`src/rtl/kbd_pkg.sv`:
```
`default_nettype none
// ============================================================================
// Module  : kbd_pkg
// Brief   : Shared constants for the keyboard I/O-port controller: default
//           port addresses, command codes and status-byte bit positions.
// Rev     : 1.0  initial release
// ============================================================================
package kbd_pkg;

    // Default port addresses and interrupt vector
    localparam logic [15:0] c_PORT_DATA_DEF = 16'h0060;
    localparam logic [15:0] c_PORT_STAT_DEF = 16'h0064;
    localparam logic [7:0]  c_IRQ_VEC_DEF   = 8'h09;

    // Commands accepted on the status/command port
    localparam logic [7:0] c_CMD_RX_OFF  = 8'hAD;
    localparam logic [7:0] c_CMD_RX_ON   = 8'hAE;
    localparam logic [7:0] c_CMD_IRQ_ON  = 8'hA8;
    localparam logic [7:0] c_CMD_IRQ_OFF = 8'hA9;
    localparam logic [7:0] c_CMD_FLUSH   = 8'hFF;

    // Status byte bit positions
    localparam int c_STAT_OBF   = 0;
    localparam int c_STAT_RXEN  = 2;
    localparam int c_STAT_IRQEN = 3;
    localparam int c_STAT_OVF   = 4;

    // Assemble the status byte; unlisted bits read as zero
    function automatic logic [7:0] status_byte(input logic ovf,
                                               input logic irq_en,
                                               input logic rx_en,
                                               input logic obf);
        logic [7:0] s;
        s               = 8'h00;
        s[c_STAT_OBF]   = obf;
        s[c_STAT_RXEN]  = rx_en;
        s[c_STAT_IRQEN] = irq_en;
        s[c_STAT_OVF]   = ovf;
        return s;
    endfunction

endpackage
`default_nettype wire

```
`src/rtl/kbd_if.sv`:
```
`default_nettype none
// ============================================================================
// Module  : kbd_if
// Brief   : Bundle of the PS/2 receive strobe and the CPU port bus seen by
//           the keyboard controller. master = core/receiver side,
//           slave = controller side.
// Rev     : 1.0  initial release
// ============================================================================
interface kbd_if;
    logic [7:0]  kbd_data;
    logic        kbd_done;
    logic [15:0] port_a;
    logic        port_r;
    logic        port_w;
    logic [7:0]  port_o;
    logic [7:0]  port_i;
    logic        irq;
    logic [7:0]  irq_in;

    modport master (
        output kbd_data, kbd_done, port_a, port_r, port_w, port_o,
        input  port_i, irq, irq_in
    );

    modport slave (
        input  kbd_data, kbd_done, port_a, port_r, port_w, port_o,
        output port_i, irq, irq_in
    );
endinterface
`default_nettype wire

```
`src/rtl/kbd_fifo.sv`:
```
`default_nettype none
// ============================================================================
// Module  : kbd_fifo
// Brief   : Small byte FIFO with combinational head output. Pop on empty and
//           push on full are ignored, except that a push alongside a pop on a
//           full FIFO is accepted because the pop frees a slot. Flush wins
//           over push and pop.
// Rev     : 1.0  initial release
// ============================================================================
module kbd_fifo #(
    parameter int DEPTH = 16
) (
    input  wire logic                   clock,
    input  wire logic                   reset,
    input  wire logic                   push,
    input  wire logic                   pop,
    input  wire logic                   flush,
    input  wire logic [7:0]             din,
    output logic      [7:0]             dout,
    output logic                        empty,
    output logic                        full,
    output logic      [$clog2(DEPTH):0] count
);

    localparam int                c_AW      = $clog2(DEPTH);
    localparam logic [c_AW-1:0]   c_PTR_ONE = (c_AW)'(1);
    localparam logic [c_AW:0]     c_CNT_ONE = (c_AW+1)'(1);
    localparam logic [c_AW:0]     c_CNT_MAX = (c_AW+1)'(DEPTH);

    logic [7:0]      r_mem [DEPTH];
    logic [c_AW-1:0] r_wr_ptr;
    logic [c_AW-1:0] r_rd_ptr;
    logic [c_AW:0]   r_count;
    logic            w_do_pop;
    logic            w_do_push;

    assign empty     = (r_count == '0);
    assign full      = (r_count == c_CNT_MAX);
    assign count     = r_count;
    assign dout      = r_mem[r_rd_ptr];
    assign w_do_pop  = pop && !empty;
    assign w_do_push = push && (!full || w_do_pop);

    // Pointer and occupancy bookkeeping; pointers wrap at the power-of-two depth
    always_ff @(posedge clock) begin
        if (reset || flush) begin
            r_wr_ptr <= '0;
            r_rd_ptr <= '0;
            r_count  <= '0;
        end else begin
            if (w_do_push) r_wr_ptr <= r_wr_ptr + c_PTR_ONE;
            if (w_do_pop)  r_rd_ptr <= r_rd_ptr + c_PTR_ONE;
            if (w_do_push && !w_do_pop)      r_count <= r_count + c_CNT_ONE;
            else if (w_do_pop && !w_do_push) r_count <= r_count - c_CNT_ONE;
        end
    end

    // Storage array; contents need no reset since occupancy gates visibility
    always_ff @(posedge clock) begin
        if (!reset && !flush && w_do_push) r_mem[r_wr_ptr] <= din;
    end

endmodule
`default_nettype wire

```
`src/rtl/kbd_port.sv`:
```
`default_nettype none
// ============================================================================
// Module  : kbd_port
// Brief   : Keyboard I/O-port controller. Queues PS/2 scancode bytes and
//           serves them to the core on the data port, with a status/command
//           port and a level interrupt while bytes are pending.
// Rev     : 1.0  initial release
// ============================================================================
module kbd_port
    import kbd_pkg::*;
#(
    parameter int          DEPTH     = 16,
    parameter logic [7:0]  IRQ_VEC   = c_IRQ_VEC_DEF,
    parameter logic [15:0] PORT_DATA = c_PORT_DATA_DEF,
    parameter logic [15:0] PORT_STAT = c_PORT_STAT_DEF
) (
    input wire logic clock,
    input wire logic reset,
    kbd_if.slave     bus
);

    logic                   r_rx_en;
    logic                   r_irq_en;
    logic                   r_ovf;
    logic [7:0]             r_last;
    logic                   r_irq;

    logic                   w_sel_data;
    logic                   w_sel_stat;
    logic                   w_rd_data;
    logic                   w_wr_stat;
    logic                   w_push_req;
    logic                   w_flush;
    logic                   w_popped;
    logic                   w_ovf_hit;
    logic [7:0]             w_head;
    logic                   w_empty;
    logic                   w_full;
    logic [$clog2(DEPTH):0] w_count;
    logic [7:0]             w_port_i;

    assign w_sel_data = (bus.port_a == PORT_DATA);
    assign w_sel_stat = (bus.port_a == PORT_STAT);
    assign w_rd_data  = bus.port_r && w_sel_data;
    assign w_wr_stat  = bus.port_w && w_sel_stat;
    assign w_push_req = bus.kbd_done && r_rx_en;
    assign w_flush    = w_wr_stat && (bus.port_o == c_CMD_FLUSH);
    assign w_popped   = w_rd_data && !w_empty;
    // A byte is lost only when full and no same-cycle pop makes room
    assign w_ovf_hit  = w_push_req && w_full && !w_popped;

    kbd_fifo #(
        .DEPTH (DEPTH)
    ) u_fifo (
        .clock (clock),
        .reset (reset),
        .push  (w_push_req),
        .pop   (w_rd_data),
        .flush (w_flush),
        .din   (bus.kbd_data),
        .dout  (w_head),
        .empty (w_empty),
        .full  (w_full),
        .count (w_count)
    );

    // Control/status registers, last-read byte and the registered interrupt
    always_ff @(posedge clock) begin
        if (reset) begin
            r_rx_en  <= 1'b1;
            r_irq_en <= 1'b1;
            r_ovf    <= 1'b0;
            r_last   <= 8'h00;
            r_irq    <= 1'b0;
        end else begin
            if (w_popped) r_last <= w_head;

            if (w_flush)        r_ovf <= 1'b0;
            else if (w_ovf_hit) r_ovf <= 1'b1;

            if (w_wr_stat) begin
                case (bus.port_o)
                    c_CMD_RX_OFF:  r_rx_en  <= 1'b0;
                    c_CMD_RX_ON:   r_rx_en  <= 1'b1;
                    c_CMD_IRQ_ON:  r_irq_en <= 1'b1;
                    c_CMD_IRQ_OFF: r_irq_en <= 1'b0;
                    default:       ;
                endcase
            end

            r_irq <= r_irq_en && (w_count != '0);
        end
    end

    // Zero-latency read mux: data port shows head (or last byte when empty)
    always_comb begin
        w_port_i = 8'hFF;
        if (w_sel_data) begin
            w_port_i = w_empty ? r_last : w_head;
        end else if (w_sel_stat) begin
            w_port_i = status_byte(r_ovf, r_irq_en, r_rx_en, !w_empty);
        end
    end

    assign bus.port_i = w_port_i;
    assign bus.irq    = r_irq;
    assign bus.irq_in = IRQ_VEC;

endmodule
`default_nettype wire

```
`src/flat_wrapper.sv`:
```
// flat-port wrapper written by rule: the top's interface ports become plain ports
module kbd_port_flat import kbd_pkg::*;
#(
    parameter int          DEPTH     = 16,
    parameter logic [7:0]  IRQ_VEC   = c_IRQ_VEC_DEF,
    parameter logic [15:0] PORT_DATA = c_PORT_DATA_DEF,
    parameter logic [15:0] PORT_STAT = c_PORT_STAT_DEF
)
  (clock, reset, bus_kbd_data, bus_kbd_done, bus_port_a, bus_port_r, bus_port_w, bus_port_o, bus_port_i, bus_irq, bus_irq_in);
  kbd_if bus_i ();
  input wire logic clock;
  input wire logic reset;
  input wire logic [$bits(bus_i.kbd_data)-1:0] bus_kbd_data;
  input wire logic [$bits(bus_i.kbd_done)-1:0] bus_kbd_done;
  input wire logic [$bits(bus_i.port_a)-1:0] bus_port_a;
  input wire logic [$bits(bus_i.port_r)-1:0] bus_port_r;
  input wire logic [$bits(bus_i.port_w)-1:0] bus_port_w;
  input wire logic [$bits(bus_i.port_o)-1:0] bus_port_o;
  output wire logic [$bits(bus_i.port_i)-1:0] bus_port_i;
  output wire logic [$bits(bus_i.irq)-1:0] bus_irq;
  output wire logic [$bits(bus_i.irq_in)-1:0] bus_irq_in;
  assign bus_i.kbd_data = bus_kbd_data;
  assign bus_i.kbd_done = bus_kbd_done;
  assign bus_i.port_a = bus_port_a;
  assign bus_i.port_r = bus_port_r;
  assign bus_i.port_w = bus_port_w;
  assign bus_i.port_o = bus_port_o;
  assign bus_port_i = bus_i.port_i;
  assign bus_irq = bus_i.irq;
  assign bus_irq_in = bus_i.irq_in;
  kbd_port #(.DEPTH(DEPTH), .IRQ_VEC(IRQ_VEC), .PORT_DATA(PORT_DATA), .PORT_STAT(PORT_STAT)) u_core (.clock(clock), .reset(reset), .bus(bus_i));
endmodule
```
`config.mk`:
```
export PLATFORM = sky130hd
export DESIGN_NAME = kbd_port_flat
export DESIGN_NICKNAME = d
export VERILOG_FILES = /design/src/rtl/kbd_pkg.sv /design/src/rtl/kbd_if.sv /design/src/rtl/kbd_fifo.sv /design/src/rtl/kbd_port.sv /design/src/flat_wrapper.sv
export SDC_FILE = /design/constraint.sdc
export NUM_CORES = 1
export LEC_CHECK = 0
export ABC_AREA = 1
export BUFFER_PORTS_ARGS = -buffer_cell sky130_fd_sc_hd__buf_2
export CORE_MARGIN = 1
export CORE_UTILIZATION = 45
export DETAILED_ROUTE_END_ITERATION = 8
export HOLD_SLACK_MARGIN = 0.12
export SYNTH_ARGS = -nofsm -noshare
export SYNTH_HDL_FRONTEND = slang
export SYNTH_SLANG_ARGS = --single-unit
```
`constraint.sdc`:
```
create_clock -name clock -period 3.05 [get_ports clock]
set_input_delay 0.61 -clock clock [delete_from_list [all_inputs] [get_ports clock]]
set_output_delay 0.61 -clock clock [all_outputs]
set_load 0.005 [all_outputs]
```
# After elaboration in Yosys (flattened, before gate mapping)
# Memories as Yosys holds them, arrays and structs flattened. A register that Yosys moved wholly into a read port is not among the register bits.
# Cells that the tools add are included.
[totals]
ff_bits = 25
ram_bits = 128
in_bits = 37
out_inout_bits = 17
elab_cells = 61
n_memories = 1
[memory_table]
columns = ["memory", "words", "word_bits", "rd", "rd_ports_with_merged_regs", "write_ports", "line", "text"]
rows = [
  ["u_core.u_fifo.r_mem", 16, 8, 1, 1, 1, "kbd_fifo.sv:30", "logic [7:0] r_mem [DEPTH];"],
]
[classes]
addsub = 4
eq_ne = 8
mux = 11
reduce_logical = 29
[ops]
columns = ["cell", "count"]
rows = [
  ["== test 8 bit, second input constant", 5],
  ["== test 16 x 7 -> 1 bit, second input constant", 2],
  ["2-to-1 mux 8 bit", 3],
  ["logical AND 1 bit", 13],
  ["2-to-1 mux 5 bit", 2],
  ["adder 4 x 1 -> 4 bit, second input constant", 2],
  ["2-to-1 mux 4 bit", 2],
  ["zero test 1 bit", 6],
  ["nonzero test 2 bit", 3],
  ["adder 5 x 1 -> 5 bit, second input constant", 1],
  ["== test 5 bit, second input constant", 1],
  ["zero test 5 bit", 1],
  ["nonzero test 5 bit", 1],
  ["subtractor 5 x 1 -> 5 bit, second input constant", 1],
  ["case mux 1 bit (2 select lines)", 2],
  ["AND reduction 2 bit", 2],
  ["logical OR 1 bit", 2],
  ["2-to-1 mux 1 bit", 2],
  ["OR reduction 2 bit", 1],
]

# Logic depth before layout (Yosys ltp)
# Gate-level depths: netlist (run 1).
[logic_depth]
ltp_word = 9
depth_mapped = 17
mapped_depth_nobuf = 17

# By module
# From an unflattened synthesis (run 1), not the netlist that was laid out.
[unflattened]
cells_unflattened = 754
hier_area_um2 = 7156.9
[modules_own_cells]
columns = ["module", "n_inst", "cells_each", "area_per_inst_um2", "seq_area_each_um2"]
rows = [
  ["kbd_fifo", 1, 589, 6198.4, 4184.0],
  ["kbd_port", 1, 165, 958.4, 240.2],
]

# Least setup slack after synthesis (run 1)
# Ideal clock, no wire load.
[synth_timing]
kind = "in2reg"
start = "in bus_port_a[15]"
end = "reg u_core.u_fifo.r_count[4] (netlist: u_core.u_fifo.count[4])"
setup_ps = 70
t_arrival_ps = 2596
required_time_ps = 2980
path_slack_ps = 385
path_stages = 16
n_path_buf = 0
cell_sequence = "nor2_1 > nand2_1 > nor2_1 > nand3_1 > nand3_2 > nand2_2 > clkinv_4 > ha_1 > inv_1 > fa_1 > nand2_1 > nand2_1 > a21oi_1 > xor2_1 > nand2_1 > a21oi_1"
[synth_via]
elab_chain_len = 8
elab_cells_between_ends = 15
classes_between = "eq/ne (2); mux (1); reduce/logical (12)"
[synth_rtl]
columns = ["item", "line", "text"]
rows = [
  ["start: declaration", "flat_wrapper.sv:15", "input wire logic [$bits(bus_i.port_a)-1:0] bus_port_a;"],
  ["== test 16 x 7 -> 1 bit *", "kbd_port.sv:42", "assign w_sel_data = (bus.port_a == PORT_DATA);"],
  ["logical AND 1 bit *", "kbd_port.sv:44", "assign w_rd_data = bus.port_r && w_sel_data;"],
  ["logical AND 1 bit *", "kbd_fifo.sv:41", "assign w_do_pop = pop && !empty;"],
  ["logical OR 1 bit *", "kbd_fifo.sv:42", "assign w_do_push = push && (!full || w_do_pop);"],
  ["logical AND 1 bit *", "kbd_fifo.sv:42", ""],
  ["named net u_core.u_fifo.w_do_push", "kbd_fifo.sv:35", "logic w_do_push;"],
  ["zero test 1 bit", "kbd_fifo.sv:54", "else if (w_do_pop && !w_do_push) r_count <= r_count - c_CNT_ONE;"],
  ["logical AND 1 bit", "kbd_fifo.sv:54", ""],
  ["nonzero test 2 bit (no line)", "-", ""],
  ["end signal: assignment", "kbd_fifo.sv:53", "if (w_do_push && !w_do_pop) r_count <= r_count + c_CNT_ONE;"],
  ["end signal: assignment", "kbd_fifo.sv:54", ""],
  ["end: declaration", "kbd_fifo.sv:33", "logic [c_AW:0] r_count;"],
]
# Mark *: on every way through the listed nets, which the timed path passes. The rest lies on a longest branch.
# A chain may end at the register's enable or synchronous reset.

==> results of run 1 <==
-- worst register-to-register path, cell delays in order, from the launching register on --
cell and delay (ns):
dfxtp_1 0.35, nor2_1 0.11, nand3_1 0.11, nor2_1 0.18, inv_2 0.17, nand2_1 0.15
nor2_4 0.05, inv_2 0.16, ha_1 0.22, inv_1 0.11, fa_1 0.46, nand2_1 0.09
nand2_1 0.05, a21oi_1 0.15, xor2_1 0.16, nand2_1 0.06, a21oi_1 0.11
-- per-layer routing --
| metal | up-vias | part of all wire, % | track usage (%) |
|---|---|---|---|
| met1 | 2386 | 48 | 30.1 |
| li1 | 2453 | - | - |
| met2 | 112 | 47 | 33.8 |
| met3 | 18 | 3.8 | 4.39 |
| met5 | - | 0 | 0 |
| met4 | 0 | 1.8 | 7.23 |
-- cell usage in the layout, fill, tap and decap left out, types with 17 or more instances in the layout --
master,count
buf_2,45
buf_4,22
clkbuf_16,17
dfxtp_1,28
edfxtp_1,128
inv_1,48
nand2_1,106
nand3_1,75
nor2_1,144
o211ai_1,21
o21ai_0,43
-- power by group --
part	internal [uW]	switching, uW
Combinational	125	248
Sequential	2360	28.7
Clock	1280	817
-- kinds of logic after synthesis --
kind of cell    synth area share, %
fa+ha+maj                      1.90
simple gates                   21.0
xor+xnor                       1.13
compound gates                 6.70
buf+inv                        5.87
flops                          63.3
other cells                   0.107
-- path summary, 6_finish.rpt --
check / from / end / slack [ns] / cells after the start
max: flip-flop / bus_port_i[1] / 0.23 / 10
min: bus_port_o[2] / u_core.r_irq_en$_SDFFE_PP1P_ / 0.47 / 3
max reg2reg: u_core.u_fifo.count[0]$_SDFFE_PP0P_ / u_core.u_fifo.count[4]$_SDFFE_PP0P_ / 0.29 / 16
min reg2reg: u_core.u_fifo.count[3]$_SDFFE_PP0P_ / u_core.u_fifo.count[3]$_SDFFE_PP0P_ / 0.50 / 2
-- what timing repair did --
| item | CTS | global route |
|---|---|---|
| hold buffers | 0 | 0 |
| endpoints found under the setup margin | 0 | 3 |
| resized for setup | 0 | 2 |
| hold endpoints to repair | 0 | 0 |
-- sequential cells by signal (all words and copies together), names as in the netlist, named ones only --
name / cells
u_core.u_fifo.r_wr_ptr: 4
u_core.r_irq_en: 1
u_core.u_fifo.r_rd_ptr: 4
u_core.r_ovf: 1
u_core.u_fifo.count: 5
u_core.r_rx_en: 1
u_core.u_fifo.r_mem: 128
u_core.bus.irq: 1
u_core.r_last: 8
-- through the flow --
stage               util [%]  setup slack [ns]  instances  total power [uW]
floorplan                  -             0.385        701              2680
global placement        49.0             0.134        922              2790
detailed placement      49.0            0.0229        922              2810
CTS                     52.9             0.125        954              4890
global route            52.9            0.0538        954              5020
finish                  52.9             0.233        954              4850
-- final cells by class --
type / count / area (sq um)
inverter: 54 / 210
tap: 188 / 235
clock inverter: 13 / 149
multi-input combinational: 455 / 2170
clock buffer: 19 / 433
timing repair buffer: 68 / 410
sequential: 157 / 4430
fill: 1319 / 7160
==> impl_metrics.tcl, run 1 <==
set metrics [dict create \
    outcome "finished, final reports clean" \
    path_delay_family "simple AND/OR/NAND/NOR gates" \
    nNetsFinal 800 \
    required_ns 2.44 \
    gp_congestion 0.829 \
    drv_cap 0 \
    place_area_sq_um 7450 \
    fin_area_sq_um 8040 \
    grtUsageTotal_pct 21.6 \
    ys_seq_area_share_pct 63.3 \
    cts_sinks 157 \
    h-tree-depth 4 \
    ant_nets 0 \
    drc 0 \
    yosysWarnings 0 \
    crit_chain "buf_4 -> nor2_1 -> nor2_1 -> o21ai_0 -> nand3_1 -> nand3_1 -> nand3_1 -> nand2_1 -> nand2_1 -> buf_2" \
    num_vias 4969 \
    die_area_sq_um 16000 \
    syn_to_final_growth_pct 15.0 \
    post_cts_buffers 0 \
    path_class "reg2out" \
    ir_drop_uv 487 \
    netlist_area_sq_um 6990 \
    worst_path_most_repeated_cell "nand3_1" \
    finalCritPeriodShare_pct 92.4 \
    ios 54 \
    fmax_mhz 355 \
    clockRootBuffer "clkbuf_16" \
    hold_viol_final 0 \
    wl_per_cell_um 17.0 \
    drive_gt1_share_pct 15.3 \
    clk_pin_slew_ns 0.06 \
    first_pass_iters 7 \
    insertion_delay_ns 0.42 \
    finalSetupViolCount 0 \
    start_util_pct 46.0 \
    fin_worst_skew_ns 0.00634 \
    synthTopCellsByArea "edfxtp_1 55%, dfxtp_1 8.3%, nor2_1 7.7%, nand2_1 5.7%, nand3_1 5.4%" \
    synthFlopType "edfxtp_1" \
    synth.avg_cell_area_sq_um 10.1 \
    grt_first_pass_wirelength_um 25700 \
    synth_cells 695 \
    port-buffer-count 45 \
    slew_headroom_pct 59.4 \
    viasPerCell 5.21 \
    cts.path.max_buffers 2 \
    cts_buffers 17 \
    antenna_cells 0 \
    max_stage_delay_ns 0.41 \
    whs_ns 0.474 \
    yosysUniqueCellTypes 31 \
    fp.dieW_um 127 \
    yosys.cell_count.top_type "nor2_1" \
    synth_top_area_share_pct 55.0 \
    worstPathArrival_ns 2.21 \
    ys_ff_latch 157 \
    row_count 45 \
    slew_violations 0 \
    rsz0062_at_grt "no" \
    cp.buffers_inverters 2 \
    p_leak_uw 0.00306 \
    finalWirelength_um 16200 \
    end_kind "output port" \
    grt_overflow 0 \
    grt_pass1_vias 4753 \
    synth_top_area_cell "edfxtp_1" \
    antenna_found_initial 0 \
    startpoint_type "flip-flop" \
    tightest_slew_ns 0.609 \
    synthArstFlopShare_pct 0 \
    tritoncts "yes" \
    core_area_sq_um 15200 \
    setup_tns_ns 0 \
    synth_common_cells "144 x nor2_1, 128 x edfxtp_1, 106 x nand2_1" \
    grt_max_degree 44 \
    synth-edff-count 128 \
    drt_iter0_markers 471 \
    min_path_type "in2reg" \
    p_per_area_nw_per_um2 604 \
    slowest_stage "buf_4" \
    worstPathMaxFanout 43 \
    layout_min_cycle_time_ns 2.82 \
    die-height_um 127 \
    place_hpwl_um 10600 \
]
No activity file was read; power rests on OpenSTA's default activity.
==> run 2: changes to the inputs <==
Settings changed: CORE_MARGIN 1 to 2, REMOVE_ABC_BUFFERS from default to 1.
==> run 2 against run 1 <==
Wire length decreased by 2.0%. Cell count increased by 0.52%. Clock power increased by 6%. Critical endpoint is now bus_port_i[2].
==> impl_metrics.tcl, run 2 (synthesis results as in run 1) <==
set metrics [dict create \
    ant_nets 0 \
    drt_iter0_markers 427 \
    reg2regPathDepth 16 \
    tritoncts "yes" \
    core_area_sq_um 15200 \
    fillers 1338 \
    gp_congestion 0.832 \
    rr_startpoint "u_core.u_fifo.count[0]$_SDFFE_PP0P_" \
    grt_first_pass_wirelength_um 24900 \
    post-place-cells 927 \
    crit_chain "inv_2 -> buf_12 -> nor2_1 -> o21ai_0 -> nand3_1 -> nand3_1 -> nand3_1 -> nand2_1 -> nand2_1 -> buf_2" \
    finalSetupViolCount 0 \
    cts_sinks 157 \
    first_pass_iters 5 \
    slowest_stage "inv_2" \
    ir_drop_uv 383 \
    cts.path.max_buffers 2 \
    viasPerCell 5.20 \
    startpoint_type "flip-flop" \
    slew_headroom_pct 60.5 \
    grtUsageTotal_pct 20.3 \
    layout_min_cycle_time_ns 2.80 \
    required_ns 2.44 \
    cts_hold_buf 0 \
    min_path_type "in2reg" \
    grt_max_degree 36 \
    cp.buffers_inverters 3 \
    p_leak_uw 0.00310 \
    end_kind "output port" \
    finalWirelength_um 15900 \
    tightest_slew_ns 0.591 \
    p_per_area_nw_per_um2 613 \
    layout_common_cells "144 x nor2_1, 128 x edfxtp_1, 106 x nand2_1, 75 x nand3_1, 48 x inv_1" \
    start_util_pct 46.0 \
    drc 0 \
    cts-resized-gates 0 \
    insertion_delay_ns 0.43 \
    worst_path_most_repeated_cell "nand3_1" \
    hold_path_depth 3 \
    syn_to_final_growth_pct 16.1 \
    regMostFlops "u_core.u_fifo.r_mem" \
    crit_path_end "bus_port_i[2]" \
    place_hpwl_um 10600 \
    cp.depth 10 \
    fmax_mhz 357 \
    nNetsFinal 805 \
    finalCritPeriodShare_pct 91.8 \
    ios 54 \
    setup_tns_ns 0 \
    die_area_sq_um 16500 \
    antenna_found_initial 0 \
    r2r_slack_ns 0.31 \
    hold_viol_final 0 \
    post_cts_buffers 0 \
    slew_violations 0 \
    fin_worst_skew_ns 0.0110 \
    wl_per_cell_um 16.6 \
    clockRootBuffer "clkbuf_16" \
    antenna_cells 0 \
    drv_cap 0 \
    path_class "reg2out" \
    worstPathMaxFanout 31 \
    path_delay_family "buffers and inverters" \
    place_ws_ns 0.129 \
    die-height_um 129 \
    cts_buffers 17 \
    outcome "finished, final reports clean" \
    multi_input_area_sq_um 2170 \
    fin_ws_ns 0.250 \
    worstPathArrival_ns 2.19 \
    register_area_sq_um 4430 \
    port-buffer-count 45 \
    grt_overflow 0 \
    drive_gt1_share_pct 16.1 \
    grt_pass1_vias 4787 \
    final_common_cell "nor2_1" \
    reg2reg_to "u_core.u_fifo.count[4]$_SDFFE_PP0P_" \
    largest_reg_flops 128 \
    num_vias 4989 \
    whs_ns 0.467 \
    h-tree-depth 4 \
    max_stage_delay_ns 0.33 \
    clk_pin_slew_ns 0.06 \
    rsz0062_at_grt "no" \
    fp.dieW_um 129 \
    instances_no_fill 959 \
    row_count 45 \
]
==> run 2: routing by layer <==
metal | track usage (%) | routed length (um) | up-vias
li1 | - | - | 2464
met1 | 26.0 | 7020 | 2341
met2 | 32.9 | 7510 | 154
met3 | 4.74 | 958 | 30
met4 | 9.27 | 440 | 0
met5 | 0 | 0 | -
==> run 2: worst register-to-register path, stage by stage (launching register included) <==
cell and delay [ns]:
dfxtp_1 0.36, nor2_1 0.13, nand3_1 0.10, nor2_1 0.20
inv_2 0.18, nand2_1 0.14, nor2_4 0.05, inv_2 0.14
ha_1 0.21, inv_1 0.11, fa_1 0.45, nand2_1 0.09
nand2_1 0.05, a21oi_1 0.15, xor2_1 0.15, nand2_1 0.07
a21oi_1 0.11
==> run 2: cell type report <==
class                           instances  share of cell area [%]
Timing Repair Buffer                   73                    5.52
Tap cell                              188                    2.90
Sequential cell                       157                    54.5
Inverter                               54                    2.56
Clock inverter                         15                    2.42
Clock buffer                           17                    5.24
Multi-Input combinational cell        455                    26.8
==> run 2: worst min-delay path by stage <==
| stage | startpoint | to | slack (ns) |
|---|---|---|---|
| floorplan | u_core.r_ovf$_SDFFE_PP0P_ | u_core.r_ovf$_SDFFE_PP0P_ | 0.44 |
| global route | bus_port_o[2] | u_core.r_irq_en$_SDFFE_PP1P_ | 0.45 |
| global placement | u_core.u_fifo.count[3]$_SDFFE_PP0P_ | u_core.u_fifo.count[3]$_SDFFE_PP0P_ | 0.48 |
| detailed placement | u_core.r_irq_en$_SDFFE_PP1P_ | u_core.bus.irq$_SDFF_PP0_ | 0.47 |
| finish | bus_port_o[2] | u_core.r_irq_en$_SDFFE_PP1P_ | 0.47 |
| CTS | bus_port_o[2] | u_core.r_irq_en$_SDFFE_PP1P_ | 0.45 |
==> run 2: where the power goes <==
group / switching, uW / internal [uW] / total [uW]
combinational: 243 / 126 / 369
clock: 849 / 1370 / 2220
sequential: 29.2 / 2360 / 2390
==> run 2: per-stage QoR <==
| stage | total power (uW) | utilization, % | instance area [sq um] |
|---|---|---|---|
| 2_1_floorplan | 2670 | - | 6810 |
| 3_3_place_gp | 2790 | 49.3 | 7490 |
| 3_5_place_dp | 2800 | 49.3 | 7490 |
| 4_1_cts | 5000 | 53.4 | 8110 |
| 5_1_grt | 5130 | 53.4 | 8110 |
| 6_report | 4970 | 53.4 | 8110 |
